`src/rtl/sev_seg_pkg.sv`:
```
// Shared constants for the seven-segment scan block: segment patterns
// (segA..segG, active-low) and the scan FSM state encoding.
package sev_seg_pkg;

  localparam logic [6:0] SEG_0     = 7'b0000001;
  localparam logic [6:0] SEG_1     = 7'b1001111;
  localparam logic [6:0] SEG_2     = 7'b0010010;
  localparam logic [6:0] SEG_3     = 7'b0000110;
  localparam logic [6:0] SEG_4     = 7'b1001100;
  localparam logic [6:0] SEG_5     = 7'b0100100;
  localparam logic [6:0] SEG_6     = 7'b0100000;
  localparam logic [6:0] SEG_7     = 7'b0001111;
  localparam logic [6:0] SEG_8     = 7'b0000000;
  localparam logic [6:0] SEG_9     = 7'b0000100;
  localparam logic [6:0] SEG_BLANK = 7'b1111111;

  typedef enum logic {
    ST_BLANK = 1'b0,
    ST_SHOW  = 1'b1
  } scan_state_e;

endpackage

```
`src/rtl/sev_seg.sv`:
```
// Combinational BCD to seven-segment decoder (active-low, segA in bit 6).
// Non-BCD codes 10..15 produce an unlit digit.
module sev_seg
  import sev_seg_pkg::*;
(
  input  logic [3:0] bcd,
  output logic [6:0] seg
);

  always_comb begin
    seg = SEG_BLANK;
    case (bcd)
      4'd0:    seg = SEG_0;
      4'd1:    seg = SEG_1;
      4'd2:    seg = SEG_2;
      4'd3:    seg = SEG_3;
      4'd4:    seg = SEG_4;
      4'd5:    seg = SEG_5;
      4'd6:    seg = SEG_6;
      4'd7:    seg = SEG_7;
      4'd8:    seg = SEG_8;
      4'd9:    seg = SEG_9;
      default: seg = SEG_BLANK;
    endcase
  end

endmodule

```
`src/rtl/sev_seg_scan.sv`:
```
// Time-multiplexed seven-segment scanner with blanked slot starts and
// frame-synchronous double-buffered data. SEV_SEG_SCAN_LZB_EN adds leading-zero blanking.
module sev_seg_scan
  import sev_seg_pkg::*;
#(
  parameter int NUM_DIGITS   = 4,
  parameter int SLOT_CYCLES  = 1000,
  parameter int BLANK_CYCLES = 16
) (
  input  logic                    clk,
  input  logic                    rst,
  input  logic [4*NUM_DIGITS-1:0] digits,
  input  logic                    load,
  output logic [6:0]              seg,
  output logic [NUM_DIGITS-1:0]   an,
  output logic                    update_pending,
  output logic                    frame_done
);

  localparam int CW = $clog2(SLOT_CYCLES);
  localparam int IW = (NUM_DIGITS > 1) ? $clog2(NUM_DIGITS) : 1;
  localparam logic [CW-1:0] CNT_LAST       = CW'(SLOT_CYCLES - 1);
  localparam logic [CW-1:0] CNT_BLANK_LAST = CW'(BLANK_CYCLES - 1);
  localparam logic [IW-1:0] IDX_LAST       = IW'(NUM_DIGITS - 1);

  scan_state_e             state_q, state_d;
  logic [CW-1:0]           cnt_q, cnt_d;
  logic [IW-1:0]           idx_q, idx_d;
  logic [4*NUM_DIGITS-1:0] active_q, active_d;
  logic [4*NUM_DIGITS-1:0] pending_q, pending_d;
  logic                    upd_q, upd_d;
  logic [6:0]              seg_q, seg_d;
  logic [NUM_DIGITS-1:0]   an_q, an_d;
  logic                    frame_done_q, frame_done_d;

  logic       slot_end, boundary;
  logic [3:0] cur_digit;
  logic [6:0] dec_seg, disp_seg;

  assign cur_digit = active_q[{idx_q, 2'b00} +: 4];

  sev_seg u_dec (
    .bcd (cur_digit),
    .seg (dec_seg)
  );

`ifdef SEV_SEG_SCAN_LZB_EN
  // A digit is a leading zero when it and every higher digit are zero.
  logic lead_zero;
  assign lead_zero = (idx_q != '0) && ((active_q >> {idx_q, 2'b00}) == '0);
  assign disp_seg  = lead_zero ? SEG_BLANK : dec_seg;
`else
  assign disp_seg  = dec_seg;
`endif

  assign slot_end = (cnt_q == CNT_LAST);
  assign boundary = slot_end && (idx_q == IDX_LAST);

  always_comb begin
    state_d      = state_q;
    cnt_d        = cnt_q;
    idx_d        = idx_q;
    active_d     = active_q;
    pending_d    = pending_q;
    upd_d        = upd_q;
    seg_d        = SEG_BLANK;
    an_d         = '1;
    frame_done_d = boundary;

    if (slot_end) begin
      cnt_d   = '0;
      state_d = ST_BLANK;
      idx_d   = boundary ? '0 : idx_q + 1'b1;
    end else begin
      cnt_d = cnt_q + 1'b1;
      if (cnt_q == CNT_BLANK_LAST) state_d = ST_SHOW;
    end

    // Active only changes on the frame boundary, so no frame ever tears.
    if (boundary) begin
      if (load) begin
        active_d = digits;
        upd_d    = 1'b0;
      end else if (upd_q) begin
        active_d = pending_q;
        upd_d    = 1'b0;
      end
    end else if (load) begin
      pending_d = digits;
      upd_d     = 1'b1;
    end

    if (state_q == ST_SHOW) begin
      seg_d = disp_seg;
      an_d  = ~(NUM_DIGITS'(1) << idx_q);
    end
  end

  always_ff @(posedge clk) begin
    if (rst) begin
      state_q      <= ST_BLANK;
      cnt_q        <= '0;
      idx_q        <= '0;
      active_q     <= '0;
      pending_q    <= '0;
      upd_q        <= 1'b0;
      seg_q        <= SEG_BLANK;
      an_q         <= '1;
      frame_done_q <= 1'b0;
    end else begin
      state_q      <= state_d;
      cnt_q        <= cnt_d;
      idx_q        <= idx_d;
      active_q     <= active_d;
      pending_q    <= pending_d;
      upd_q        <= upd_d;
      seg_q        <= seg_d;
      an_q         <= an_d;
      frame_done_q <= frame_done_d;
    end
  end

  assign seg            = seg_q;
  assign an             = an_q;
  assign update_pending = upd_q;
  assign frame_done     = frame_done_q;

endmodule
```
`config.mk`:
```
export PLATFORM = sky130hd
export DESIGN_NAME = sev_seg_scan
export DESIGN_NICKNAME = d
export VERILOG_FILES = /design/src/rtl/sev_seg_pkg.sv /design/src/rtl/sev_seg.sv /design/src/rtl/sev_seg_scan.sv
export SDC_FILE = /design/constraint.sdc
export NUM_CORES = 1
export LEC_CHECK = 0
export BUFFER_PORTS_ARGS = -buffer_cell sky130_fd_sc_hd__buf_2
export CAP_MARGIN = 30
export CORE_AREA = 2 2 75 77
export DETAILED_ROUTE_END_ITERATION = 10
export DIE_AREA = 0 0 77 79
export PLACE_DENSITY = 0.8
export SLEW_MARGIN = 20
export SYNTH_ARGS = -nofsm -noshare
export SYNTH_HDL_FRONTEND = slang
export SYNTH_SLANG_ARGS = --single-unit
```
`constraint.sdc`:
```
create_clock -name clk -period 3.61 [get_ports clk]
set_input_delay 0.722 -clock clk [delete_from_list [all_inputs] [get_ports clk]]
set_output_delay 0.722 -clock clk [all_outputs]
set_load 0.02 [all_outputs]
```
==> metrics.md <==
| Metric | Value |
|---|---|
| Result of the run | `finished, final reports clean` |
| Filler Cell Count | `504` |
| Root buffer cell | `clkbuf_8` |
| Detail-routed net length per standard cell | `12.4 um` |
| Flop-to-flop setup slack | `1.18 ns` |
| Global-route usage over all layers | `16.4%` |
| Top-level port count | `32` |
| Clock-pin slew of the registers on the worst-case setup and hold paths | `0.06 ns` |
| Worst skew pair latency | `0.33 ns` |
| Sequential share of the synthesized area | `45.1%` |
| Highest fanout seen on the critical path | `20` |
| Most common cell after layout, fill and taps aside | `dfxtp_1` |
| Estimated wirelength of the detail-placed design | `3010 um` |
| Max-slew violation count | `0` |
| Count of buffers added by post-CTS timing repair for setup | `0` |
| Post-Synthesis Net Count | `281` |
| Category of the most critical setup path | `flop to flop` |
| Setup violation total in the final timing report | `0` |
| Number of cells after detailed placement | `337` |
| Worst hold path type | `flop to flop` |
| Max IR drop VDD | `257 uV` |
| Total Die Area | `6080 um^2` |
| Clk sink count | `58` |
| Number of hold buffers added after cts | `0` |
| Total wire length after detailed routing | `4350 um` |
| Largest net degree at the start of global routing | `40` |
| Required time of the critical path | `3.79 ns` |
| Floorplan die height | `79 um` |
| Vias in the first global route | `1705` |
| Critical Path End Type | `flop` |
| Synth Instances | `251` |
| Leakage power of the design | `1.15 nW` |
| FF+latch count, synth | `58` |
| Final instance area | `2870 um^2` |
| Finished Layout Cells | `351` |
| Global-route wire length before repair | `7830 um` |
| Max_cap viols | `0` |
| Count of unresolved DRC violations after routing | `0` |
| Initial detailed-routing violation count | `82` |
| TritonCTS clock tree | `yes` |
| Number of synthesis warnings | `0` |
| Router iterations before antenna repair | `4` |
| Bufs on Longest Clock Path | `2` |
| Netlist Area Pre-Place | `2570 um^2` |
| Post-route clock skew | `0.00392 ns` |
| Power per standard cell area | `427 nW/um^2` |
| Leading cell types in the layout, fill and taps excluded | `58 x dfxtp_1, 35 x mux2i_1, 31 x nor2_1, 31 x buf_2, 18 x a21oi_1` |
| Number of diodes added for antenna fixing | `0` |
| Synthesis-to-finish area growth | `11.5%` |
| Maximum clock frequency | `412 MHz` |
| Post-CTS Resized | `0` |
| Final Hold Viols | `0` |
| Area of the core | `5340 um^2` |
| Slew HR | `46.8%` |
| Placer congestion estimate | `0.822` |
| Post-layout nets | `306` |
| CP Data Arrival Time | `2.61 ns` |
| Transition time of the tightest slew-check pin | `0.796 ns` |
| Port bufs | `31` |
| Number of routed nets with antenna violations | `0` |
| Vias after detailed routing | `1761` |
| Post-synth cell types | `32` |
| Total clock buffers created by CTS | `9` |
| Post-detailed-route via-to-cell ratio | `5.02` |
| Share of the clock period used by the worst path | `67.3%` |
| Share of cells above drive strength 1 | `19.4%` |
| Core utilization of the finished layout | `53.8%` |
| H-tree lvl count | `3` |
| Die width | `77 um` |
| CP Launch Type | `flop` |
| Setup repair after global routing missed its margin | `no` |
| Area post-placement | `2710 um^2` |
| Effective utilization at floorplan | `48.2%` |
| Shortest period the worst path allows | `2.43 ns` |
| Sum Neg Setup Slack | `0 ns` |
| Congestion Overflow GR | `0` |
| Count of standard-cell rows | `27` |
| Average size of a mapped cell | `10.3 um^2` |
| Antenna violations before repair | `0` |
[through the flow]
stage                     hold WS, ns  setup slack [ns]  power, mW
after floorplan                 0.426              1.72      0.729
after global placement          0.441              1.15      0.746
after detailed placement        0.451              1.05      0.749
after CTS                       0.461              1.17       1.24
after global routing            0.490             0.942       1.28
final                           0.458              1.18       1.23
[critical path, cell delays in order (launching register included)]
cell,delay (ns)
dfxtp_1,0.56
ha_1,0.31
and4_1,0.63
and2_1,0.59
a211oi_1,0.17
[worst paths after layout]
| kind | startpoint | to | depth (start not counted) |
|---|---|---|---|
| max | idx_q[0] | active_q[10] | 4 |
| min | state_q | state_q | 2 |
| min reg2reg | state_q | state_q | 2 |
| max reg2reg | idx_q[0] | active_q[10] | 4 |
[registers in the layout (all words and copies together) (netlist names)]
| register | flops |
|---|---|
| idx_q | 2 |
| an | 4 |
| active_q | 16 |
| seg | 7 |
| cnt_q | 10 |
| update_pending | 1 |
| pending_q | 16 |
| state_q | 1 |
| frame_done | 1 |
[cells by family after synthesis]
| kind of cell | after synthesis | synth area share [%] |
|---|---|---|
| simple gates | 65 | 12.6 |
| flops | 58 | 45.1 |
| compound gates | 42 | 10.9 |
| mux | 39 | 17.1 |
| buf+inv | 26 | 5.49 |
| fa+ha+maj | 11 | 5.35 |
| xor+xnor | 10 | 3.40 |
[synthesized netlist by cell type]
cell	count	area share, %
a211oi_1	16	4.7
mux4_2	4	3.5
nand2_1	9	1.3
buf_2	5	0.97
nor3b_1	2	0.58
o21ai_1	1	0.19
nor2b_1	2	0.49
ha_1	11	5.3
a41oi_4	1	1.1
dfxtp_1	58	45
and2_1	3	0.73
and3_1	3	0.73
inv_1	9	1.3
clkbuf_1	6	0.87
or4_1	2	0.58
a21oi_1	18	3.5
nor3b_4	1	0.73
or2_1	1	0.24
mux2i_1	35	14
nand4_1	3	0.73
and3_2	1	0.29
nor3_1	1	0.19
o21ai_0	5	0.97
xor2_1	7	2.4
nand3_1	3	0.58
nor2_1	31	4.5
buf_4	2	0.58
xnor2_1	3	1.0
and4_1	2	0.68
buf_6	4	1.7
or2_2	1	0.24
a211oi_2	1	0.49
[area by class of cell]
type,instances,area [um^2],area share [%]
Multi-Input combinational cell,167,1270,44.3
Sequential cell,58,1160,40.5
Timing Repair Buffer,31,155,5.41
Clock buffer,10,138,4.80
Tap cell,72,90.1,3.14
Inverter,9,33.8,1.18
Clock inverter,4,20.0,0.698
[where the power goes]
group          switching (mW)  leakage (nW)  total [mW]  internal, mW
clock network           0.237        0.0875       0.492         0.254
logic                  0.0393         0.589      0.0708        0.0315
registers             0.00838         0.472       0.663         0.655
[per-layer routing]
metal / up-vias / wire length, um / GRT usage (%)
met5: - / 0 / 0
met4: 0 / 102 / 10.2
met3: 10 / 134 / 3.41
met2: 30 / 2050 / 26.0
met1: 793 / 2060 / 20.5
li1: 928 / - / -
Power figures use the tool's default switching activity.
